## src/rtl/bottom_sorter_pkg.sv

```systemverilog
// bottom_sorter_pkg: shared sizing constants and lane-vector type for the 4-lane sorter
package bottom_sorter_pkg;
  localparam int DEFAULT_WIDTH = 4;
  localparam int LANES = 4;
  localparam int STAGES = 4;
  typedef logic [LANES-1:0][DEFAULT_WIDTH-1:0] lanes_t;
endpackage

```

## src/rtl/bottom_sorter_cas.sv

```systemverilog
// bottom_sorter_cas: combinational compare-exchange, swaps only when a > b (equal values keep order)
// ports: a, b in; lo = min, hi = max
module bottom_sorter_cas import bottom_sorter_pkg::*; #(
  parameter int WIDTH = DEFAULT_WIDTH
) (
  input  logic [WIDTH-1:0] a,
  input  logic [WIDTH-1:0] b,
  output logic [WIDTH-1:0] lo,
  output logic [WIDTH-1:0] hi
);
  always_comb begin
    lo = a > b ? b : a;
    hi = a > b ? a : b;
  end
endmodule

```

## src/rtl/bottom_sorter.sv

```systemverilog
// bottom_sorter: 4-stage pipelined odd-even transposition sorter, o1 smallest .. o4 largest
// ports: clk, rst_n (async active-low), i1..i4 in, o1..o4 out (registered, latency 4 edges)
// BOTTOM_SORTER_VALID_EN adds in_valid/out_valid; data stages then update only on incoming valid
module bottom_sorter import bottom_sorter_pkg::*; #(
  parameter int WIDTH = DEFAULT_WIDTH
) (
  input  logic             clk,
  input  logic             rst_n,
`ifdef BOTTOM_SORTER_VALID_EN
  input  logic             in_valid,
  output logic             out_valid,
`endif
  input  logic [WIDTH-1:0] i1,
  input  logic [WIDTH-1:0] i2,
  input  logic [WIDTH-1:0] i3,
  input  logic [WIDTH-1:0] i4,
  output logic [WIDTH-1:0] o1,
  output logic [WIDTH-1:0] o2,
  output logic [WIDTH-1:0] o3,
  output logic [WIDTH-1:0] o4
);
  logic [LANES-1:0][WIDTH-1:0] s1, s2, s3, s4, n1, n2, n3, n4;
  logic [STAGES-1:0] en;
`ifdef BOTTOM_SORTER_VALID_EN
  logic [STAGES-1:0] v;
  assign en = {v[STAGES-2:0], in_valid};
  assign out_valid = v[STAGES-1];
  always_ff @(posedge clk or negedge rst_n)
    if (!rst_n) v <= '0;
    else v <= {v[STAGES-2:0], in_valid};
`else
  assign en = '1;
`endif
  bottom_sorter_cas #(.WIDTH(WIDTH)) c1a (.a(i1),    .b(i2),    .lo(n1[0]), .hi(n1[1]));
  bottom_sorter_cas #(.WIDTH(WIDTH)) c1b (.a(i3),    .b(i4),    .lo(n1[2]), .hi(n1[3]));
  bottom_sorter_cas #(.WIDTH(WIDTH)) c2  (.a(s1[1]), .b(s1[2]), .lo(n2[1]), .hi(n2[2]));
  bottom_sorter_cas #(.WIDTH(WIDTH)) c3a (.a(s2[0]), .b(s2[1]), .lo(n3[0]), .hi(n3[1]));
  bottom_sorter_cas #(.WIDTH(WIDTH)) c3b (.a(s2[2]), .b(s2[3]), .lo(n3[2]), .hi(n3[3]));
  bottom_sorter_cas #(.WIDTH(WIDTH)) c4  (.a(s3[1]), .b(s3[2]), .lo(n4[1]), .hi(n4[2]));
  assign n2[0] = s1[0];
  assign n2[3] = s1[3];
  assign n4[0] = s3[0];
  assign n4[3] = s3[3];
  always_ff @(posedge clk or negedge rst_n)
    if (!rst_n) begin
      s1 <= '0;
      s2 <= '0;
      s3 <= '0;
      s4 <= '0;
    end else begin
      if (en[0]) s1 <= n1;
      if (en[1]) s2 <= n2;
      if (en[2]) s3 <= n3;
      if (en[3]) s4 <= n4;
    end
  assign o1 = s4[0];
  assign o2 = s4[1];
  assign o3 = s4[2];
  assign o4 = s4[3];
endmodule

```

## config.mk

```make
export PLATFORM = sky130hd
export DESIGN_NAME = bottom_sorter
export DESIGN_NICKNAME = d
export VERILOG_FILES = /design/src/rtl/bottom_sorter_pkg.sv /design/src/rtl/bottom_sorter_cas.sv /design/src/rtl/bottom_sorter.sv
export SDC_FILE = /design/constraint.sdc
export NUM_CORES = 1
export LEC_CHECK = 0
export CORE_MARGIN = 8
export CORE_UTILIZATION = 35
export DETAILED_ROUTE_END_ITERATION = 10
export PLACE_DENSITY = 0.5
export SLEW_MARGIN = 20
export SYNTH_ARGS = -nofsm -noshare
export SYNTH_HDL_FRONTEND = slang
export SYNTH_HIERARCHICAL = 1
export SYNTH_SLANG_ARGS = --single-unit
export TNS_END_PERCENT = 10
```

## constraint.sdc

```tcl
create_clock -name clk -period 2 [get_ports clk]
set_input_delay 0.4 -clock clk [delete_from_list [all_inputs] [get_ports clk]]
set_output_delay 0.4 -clock clk [all_outputs]
set_load 0.1 [all_outputs]
```

Word level (Yosys, flattened, before mapping)
Index checks and enable logic that the tools add are counted.
Operators by class
  $lt $le $gt $ge: 6
  muxes and demuxes: 12
Operators by type and width (count)
  4-bit two-way mux: 12
  4-bit > comparator: 6
Word-level totals
  register bits after elaboration: 64
  input port bits: 18
  output and inout bits: 16
  word-level logic and storage cells: 34

Longest topological paths before layout
Gate-level depths: netlist (run 1).
  depth after elaboration: 2
  gate-level depth with buffers: 6

Hierarchy
Netlist (run 1), hierarchy kept.
By module, submodules not included
  bottom_sorter: times used 1, cells each 64, area an instance 1601.5 um^2
  bottom_sorter_cas: times used 6, cells each 21, area an instance 206.4 um^2

Least setup slack after synthesis (run 1)
OpenSTA, ideal clock, no wires.
  kind: input -> register
  start point: input i4[1]
  end point: register s1, in the netlist n2[13]
  library setup time: 0.125 ns
  arrival time: 1.520 ns
  required time: 1.875 ns
  slack: 0.356 ns
  cell stages on the path: 6
  path buffers: 0
  cells stage by stage: inv_1 ha_1 nor2b_2 o211ai_2 a21oi_4 mux2_2
RTL lines
  start, declared: line bottom_sorter.sv:16  | input logic [WIDTH-1:0] i4,
  end signal, assigned: line bottom_sorter.sv:51  | if (en[0]) s1 <= n1;
  end, declared: line bottom_sorter.sv:22  | logic [LANES-1:0][WIDTH-1:0] s1, s2, s3, s4, n1, n2, n3, n4;

==> metrics.txt, run 1 <==
status=complete, no violations; Core Rows=33; Distinct cells, synth=10; Worst EP required=approximately 2.2 ns; pre-CTS setup slack=-0.2506 ns; worst clock skew=0.005870 ns; drt drc=0; CTS H-tree lvls=3; Final ANT Viol Nets=0; Peak Freq=526.1 MHz; CTS root buffer=clkbuf_8; Slew headroom=0.7692; Die Width=106.1 um; CTS Hold Bufs=0; via count=about 1,600; Setup WS post-layout=~0.099 ns; Max Slew Vio Count=0; worst path arrival time=2.11 ns; switch share=0.4366; number of global-route vias before repair=1,707; r2r setup slk=0.24 ns; cts repair resizes=0; antenna violations before repair=0; reg2reg path depth=4; Net Count, Synth=232; Ys Warns=6; Synth-to-Final Area Change=25.24%; Iteration-0 DRC Markers=19; worst hold margin=~0.059 ns; Clock Power Share=0.163; unrepaired setup endpoints after global routing=false; Routed WL=4413 um; asr flop ratio synth=1.000; CP Capture Type=register; Avg Vias per Cell=4.441; die height=106.1 um; Peak VDD IR=599.5 uV; r2r startpoint=s1[7]; post-CTS setup buffer count=0; combinational share of power=0.496; top post-synthesis cells by count=dfrtp_1 (64), mux2_2 (36), ha_1 (24), inv_1 (24), mux2_1 (12); dpl hpwl=3275 um; Total GRT Usage=0.08772; final hold violation count=0; ys flop type=dfrtp_1; CP Launch Type=input pin; ranking of synthesized cells by area=dfrtp_1 (56%), mux2_2 (14%), ha_1 (11%), mux2_1 (4.8%), a21oi_4 (3.4%); worst-margin pin slew=around 0.35 ns; crit share post-route=0.9504; # port buffers=33; Non-Filler Instances=around 360; biggest area consumer among synthesized cells=dfrtp_1; max cap viols=0; CTS tree=yes; FF+latch count, synth=64; Nets=293; core area=8051 um2; Crit Path Max Fanout=8; number of synthesized flops with an enable pin=0; Leak Pwr=1.651 nW; top-area cell type share of the netlist area=0.5639; power per cell area=1579 nW/um2; most numerous cell in the Yosys netlist=dfrtp_1; first drt pass iteration count=4; clock transition at the registers of the reported paths=0.06 ns; proportion of layout cells with a drive suffix above 1=0.3953; total gr overflow=0; total CTS buffers=9; HP Class=input pin to async pin; Num Clock Sinks=between 60 and 70; die footprint=11,250 um2; global-route wire length before repair=approximately 7900 um; Internal Power=0.003165 W; largest net degree at the start of global routing=65; Max clock buf depth=2; WL per Instance=12.33 um; Synth Cell Area=2840 um2; Post-Syn Instances=190; worst r2r dst=s2[7]; Inst Count DP=345; switching pwr=0.002453 W; diode count=0; critical path class=input pin to register; Mean Syn Cell Area=14.95 um2; Routability Congestion=0.6814; Initial Utilization=0.3528; worst skew pair latency=0.32 ns; Setup-failing EPs final=0; Reg power frac=0.342; IO Count=34; post-synthesis sequential area ratio=0.5639; Final min period=between 1.5 and 2 ns; Final Util=0.4418
[critical path, cell delays in order]
cell             delay [ns]
clkdlybuf4s50_1        0.47
inv_1                  0.04
ha_1                   0.27
nor2b_2                0.14
o211ai_2               0.10
a21oi_4                0.29
mux2_2                 0.38
[metrics by stage]
stage	setup TNS (ns)	area, um2	total power, W
finish	0	3557	0.005618
global placement	-3.752	3397	0.004765
detailed placement	-3.791	3397	0.004768
global route	0	3557	0.005942
floorplan	0	2840	0.004137
CTS	0	3557	0.005729
[how the worst max path moves through the flow]
stage | startpoint | end | cells after the start
after floorplan | i4[1] | n2[13] | 6
after global placement | i2[1] | s1[6] | 7
after detailed placement | i2[1] | s1[5] | 7
after CTS | i2[1] | s1[5] | 7
after global routing | i2[1] | n2[2] | 7
final | i4[1] | n2[14] | 7
[placed cells by master (no fill, tap or decap), drive strengths merged, types with 12 or more instances in the layout]
master	instances
dfrtp	64
mux2	48
buf	34
inv	24
ha	24
clkdlybuf4s50	16
clkbuf	12
a21oi	12
[cells by family (layout without fill, tap and decap cells)]
kind of cell	count (synthesis)	after routing	share of synthesized area
fa+ha+maj	24	24	0.1057
compound gates	18	18	0.07136
flops	64	64	0.5639
mux	48	48	0.1903
buf+inv	24	87	0.03172
simple gates	12	12	0.03700
[layout make-up]
cell class / count / area, um2
Multi-Input combinational cell: 102 / 1149
Fill cell: 741 / 4494
Tap cell: 105 / 131.4
Clock inverter: 1 / 5.005
Clock buffer: 12 / 155.1
Inverter: 24 / 90.09
Timing Repair Buffer: 50 / 425.4
Sequential cell: 64 / 1602
[power by group through the flow]
| stage | logic (W) | clock network (W) | registers, W |
|---|---|---|---|
| floorplan | 0.00107 | 0 | 0.00306 |
| global placement | 0.00282 | 0 | 0.00194 |
| detailed placement | 0.00281 | 0 | 0.00195 |
| CTS | 0.00283 | 0.000965 | 0.00193 |
| global route | 0.00296 | 0.00101 | 0.00197 |
| finish | 0.00278 | 0.000914 | 0.00192 |
[metal layers]
metal  track usage  wire length (um)
met5             0                 0
met4       0.04824                90
met3       0.02964               239
met2        0.1412              2073
met1        0.1009              2010
[state kept, by name, summed over array words and instances (netlist names)]
name and count:
s2 16, n2 8, n4 8, s1 8, s3 8, o1 4
o2 4, o3 4, o4 4
No activity file was read; power rests on OpenSTA's default activity.
==> run 2, diff against run 1 <==
Settings changed: CORE_MARGIN 8 to 2, SKIP_LAST_GASP from default to 1.
==> metrics.txt, run 2 (synthesis results as in run 1) <==
worst-margin pin slew=0.5409 ns (was 0.3462 ns); max cap viols=0 (unchanged); Non-Filler Instances=357 (was 358); worst clock skew=0.004753 ns (was 0.005870 ns); busiest layer in global routing=met2 (unchanged); largest net degree at the start of global routing=43 (was 65); commonest non-fill, non-tap cell in the layout=dfrtp_1 (unchanged); Die Width=94.08 um (was 106.1 um); total CTS buffers=9 (unchanged); CTS tree=yes (unchanged); die height=94.08 um (was 106.1 um); Peak VDD IR=432.2 uV (was 599.5 uV); # port buffers=33 (unchanged); slowest library cell on the worst path=clkdlybuf4s50_1 (unchanged); Avg Vias per Cell=4.546 (was 4.441); Iteration-0 DRC Markers=20 (was 19); total power=0.005632 W (was 0.005618 W); Routed WL=4556 um (was 4413 um); post-CTS setup buffer count=0 (unchanged); die footprint=8851 um2 (was 11,250 um2); most frequent cells in the layout=dfrtp_1 (64), mux2_2 (36), buf_4 (32) (unchanged); CP cell instances=clkdlybuf4s50_1 -> inv_1 -> ha_1 -> nor2b_2 -> o211ai_2 -> a21oi_4 -> mux2_2 (unchanged); number of global-route vias before repair=1,802 (was 1,707); crit-path leading delay family=buffers and inverters (unchanged); Peak Freq=520.8 MHz (was 526.1 MHz); met3 global-route usage=0.03692 (was 0.02964); Total GRT Usage=0.1202 (was 0.08772); worst path bufs/invs=2 (unchanged); Initial Utilization=0.3638 (was 0.3528); cts repair resizes=0 (unchanged); drt drc=0 (unchanged); Leak Pwr=1.651 nW (about the same); IO Count=34 (unchanged); Inst Count DP=342 (was 345); Final Util=0.4559 (was 0.4418); CTS root buffer=clkbuf_8 (unchanged); unrepaired setup endpoints after global routing=false (unchanged); crit-path max cell delay=0.48 ns (was 0.47 ns); r2r startpoint=s1[9] (was s1[7]); WL per Instance=12.76 um (was 12.33 um); CTS Hold Bufs=0 (unchanged); proportion of layout cells with a drive suffix above 1=0.3882 (was 0.3953); Placed Area=3393 um2 (was 3397 um2); Top reg by flops=s2 (unchanged); Worst EP required=2.20 ns (was 2.21 ns); core area=7807 um2 (was 8051 um2); antenna violations before repair=0 (unchanged); Max Slew Vio Count=0 (unchanged); Core Rows=32 (was 33); CP startpoint=i4[1] (unchanged); final hold violation count=0 (unchanged); GR Util met1=0.1275 (was 0.1009); Final min period=1.920 ns (was 1.901 ns); total gr overflow=0 (unchanged); Setup-failing EPs final=0 (unchanged); global-route wire length before repair=8052 um (was 7893 um); first drt pass iteration count=4 (unchanged); Synth-to-Final Area Change=25.33% (was 25.24%); CP Capture Type=register (unchanged); worst path arrival time=2.12 ns (was 2.11 ns); Final ANT Viol Nets=0 (unchanged); power per cell area=1582 nW/um2 (was 1579 nW/um2); Crit Path Max Fanout=8 (unchanged); status=complete, no violations (unchanged); HP Class=input pin to async pin (unchanged); max FFs per register=16 (unchanged); Slew headroom=0.6394 (was 0.7692); critical path class=input pin to register (unchanged); Nets=293 (unchanged); via count=1,623 (was 1,590); crit share post-route=0.9600 (was 0.9504); diode count=0 (unchanged); CTS H-tree lvls=3 (unchanged); worst skew pair latency=0.32 ns (about the same); CP Launch Type=input pin (unchanged); Num Clock Sinks=64 (unchanged); Finished Cell Area=3560 um2 (was 3557 um2); Routability Congestion=0.7145 (was 0.6814); dpl hpwl=3529 um (was 3275 um); clock transition at the registers of the reported paths=0.06 ns (about the same); met2 Resource Use GR=0.2071 (was 0.1412); Max clock buf depth=2 (unchanged)
run 2: final cells by class:
type	count	area, um2
clock buffers	15	166.4
fillers	728	4248
inverters	24	90.09
multi-input cells	102	1149
flip-flops and latches	64	1602
well taps	102	127.6
repair buffers	50	425.4
run 2: metal layers:
layer,share of wire,wire length [um],vias up
li1,-,-,782
met1,0.40,1819,792
met2,0.54,2458,39
met3,0.041,187,10
met4,0.020,90,0
met5,0,0,-
run 2: report_power, final:
part / internal [W] / leakage (nW) / switching [W]
registers: 0.00172 / 0.746 / 0.000201
clock network: 0.000513 / 0.0838 / 0.000402
logic: 0.000948 / 0.821 / 0.00184
run 2: worst paths after layout:
kind                               end  slack [ns]  depth (start not counted)
worst max-delay path            s1[10]        0.08                          7
worst min-delay path             o1[1]        0.06                          1
worst max register to register  s2[11]        0.21                          6
worst min register to register   o4[2]        0.35                          0
max in group asynchronous       n2[14]        1.35                          2
min in group clk                 o4[2]        0.35                          0
run 2: per-stage QoR:
step,setup slack [ns],hold slack [ns],setup TNS (ns)
3_3_place_gp,-0.2126,0.3328,-3.241
4_1_cts,0.05272,0.05119,0
5_1_grt,0.001409,0.07933,0
2_1_floorplan,0.3555,0.1044,0
6_report,0.07997,0.05722,0
3_5_place_dp,-0.2914,0.3347,-4.293
==> run 3, diff against run 2 <==
Settings changed: SETUP_SLACK_MARGIN from default to 0.05.
==> metrics.txt, run 3 (synthesis results as in run 1) <==
worst path bufs/invs=2 (unchanged); power per cell area=1575 nW/um2 (was 1582 nW/um2); die height=94.08 um (unchanged); Iteration-0 DRC Markers=20 (unchanged); number of global-route vias before repair=1,802 (unchanged); Final Util=0.4599 (was 0.4559); CTS Hold Bufs=0 (unchanged); pre-CTS setup slack=-0.2914 ns (unchanged); Final min period=1.913 ns (was 1.920 ns); dpl hpwl=3529 um (unchanged); Crit Path Max Fanout=8 (unchanged); commonest non-fill, non-tap cell in the layout=dfrtp_1 (unchanged); Worst EP required=2.20 ns (about the same); status=complete, no violations (unchanged); Slew headroom=0.6389 (was 0.6394); worst clock skew=0.007600 ns (was 0.004753 ns); Num Clock Sinks=64 (unchanged); antenna violations before repair=0 (unchanged); worst skew pair latency=0.33 ns (was 0.32 ns); CP startpoint=i2[1] (was i4[1]); Synth-to-Final Area Change=26.43% (was 25.33%); Internal Power=0.003201 W (was 0.003186 W); Max Slew Vio Count=0 (unchanged); Routed WL=4582 um (was 4556 um); total gr overflow=0 (unchanged); total power=0.005655 W (was 0.005632 W); final hold violation count=0 (unchanged); clock transition at the registers of the reported paths=0.06 ns (about the same); Leak Pwr=1.672 nW (was 1.651 nW); CP cell instances=clkdlybuf4s50_1 -> inv_1 -> ha_1 -> nor2b_2 -> o211ai_2 -> a21oi_4 -> mux2_2 (unchanged); Core Rows=32 (unchanged); IO Count=34 (unchanged); Avg Vias per Cell=4.553 (was 4.546); Fill cells=726 (was 728); crit share post-route=0.9564 (was 0.9600); crit-path leading delay family=buffers and inverters (unchanged); via count=1,630 (was 1,623); worst-margin pin slew=0.5416 ns (was 0.5409 ns); switch share=0.4341 (was 0.4344); Setup WS post-layout=0.08710 ns (was 0.07997 ns); critical path class=input pin to register (unchanged); Nets=294 (was 293); Inst Count DP=342 (unchanged); CTS root buffer=clkbuf_8 (unchanged); drt drc=0 (unchanged); Sequential Area=1602 um2 (unchanged); Top reg by flops=s2 (unchanged); Total GRT Usage=0.1202 (unchanged); CTS H-tree lvls=3 (unchanged); multi-input logic area=1160 um2 (was 1149 um2); Die Width=94.08 um (unchanged); max cap viols=0 (unchanged); worst hold margin=0.05614 ns (was 0.05722 ns); combinational share of power=0.497 (was 0.496); Setup-failing EPs final=0 (unchanged); Reg power frac=0.341 (was 0.342); total CTS buffers=9 (unchanged); switching pwr=0.002455 W (was 0.002447 W); first drt pass iteration count=4 (unchanged); Peak VDD IR=432.2 uV (about the same); proportion of layout cells with a drive suffix above 1=0.3906 (was 0.3882); core area=7807 um2 (unchanged); WL per Instance=12.80 um (was 12.76 um); slowest library cell on the worst path=clkdlybuf4s50_1 (unchanged); CP Capture Type=register (unchanged); die footprint=8851 um2 (unchanged); unrepaired setup endpoints after global routing=true (was false); Max clock buf depth=2 (unchanged); # port buffers=33 (unchanged); HP Class=input pin to async pin (unchanged); Final ANT Viol Nets=0 (unchanged); Clock Power Share=0.162 (about the same); max FFs per register=16 (unchanged); Initial Utilization=0.3638 (unchanged); most frequent cells in the layout=dfrtp_1 (64), mux2_2 (33), buf_4 (32) (was dfrtp_1 (64), mux2_2 (36), buf_4 (32)); Routability Congestion=0.7145 (unchanged); Peak Freq=522.8 MHz (was 520.8 MHz); CP Launch Type=input pin (unchanged); Non-Filler Instances=358 (was 357); largest net degree at the start of global routing=43 (unchanged); crit-path max cell delay=0.48 ns (about the same); worst path arrival time=2.12 ns (about the same); r2r startpoint=s1[9] (unchanged); diode count=0 (unchanged); global-route wire length before repair=8052 um (unchanged); CTS tree=yes (unchanged)
==> run 3: path summary, 6_finish.rpt <==
check,endpoint,slack [ns],cells after the start
worst max-delay path,n2[2],0.09,7
worst min-delay path,s2[5],0.06,1
worst max register to register,s2[11],0.22,6
worst min register to register,o4[2],0.35,0
max in group asynchronous,n2[14],1.35,2
min in group clk,o4[2],0.35,0
==> run 3: worst register-to-register path: stages (launching register included) <==
cell and delay (ns):
dfrtp_1 0.38, inv_1 0.05, ha_1 0.29, nor2b_2 0.16, o211ai_2 0.11, a21oi_4 0.30
mux2_2 0.38
==> run 3: area by class of cell <==
| type | instances | share of cell area |
|---|---|---|
| Sequential cell | 64 | 0.4460 |
| Timing Repair Buffer | 51 | 0.1240 |
| Multi-Input combinational cell | 102 | 0.3230 |
| Clock buffer | 15 | 0.04634 |
| Tap cell | 102 | 0.03554 |
| Inverter | 24 | 0.02509 |
==> run 3: through the flow <==
step / TNS [ns] / instance area, um2
after global routing: 0 / 3591
after floorplan: 0 / 2840
after global placement: -3.241 / 3393
after CTS: 0 / 3560
final: 0 / 3591
after detailed placement: -4.293 / 3393
==> run 3: per-layer routing <==
layer | vias to the layer above | routed length, um | track usage
met5 | - | 0 | 0
met4 | 0 | 95 | 0.07488
met3 | 12 | 191 | 0.03692
met2 | 43 | 2476 | 0.2071
met1 | 791 | 1819 | 0.1275
li1 | 784 | - | -
==> run 3: repair_timing <==
action / CTS / global route
gates resized for setup: 0 / 3
buffers inserted: 0 / 1
setup endpoints to repair: 0 / 14
==> run 3: power groups by stage <==
stage / sequential (W) / clock (W) / combinational [W]
final: 0.00193 / 0.000919 / 0.00281
after global routing: 0.00198 / 0.00102 / 0.00299
after CTS: 0.00194 / 0.000961 / 0.00282
after detailed placement: 0.00196 / 0 / 0.00281
after global placement: 0.00194 / 0 / 0.00276
after floorplan: 0.00306 / 0 / 0.00107
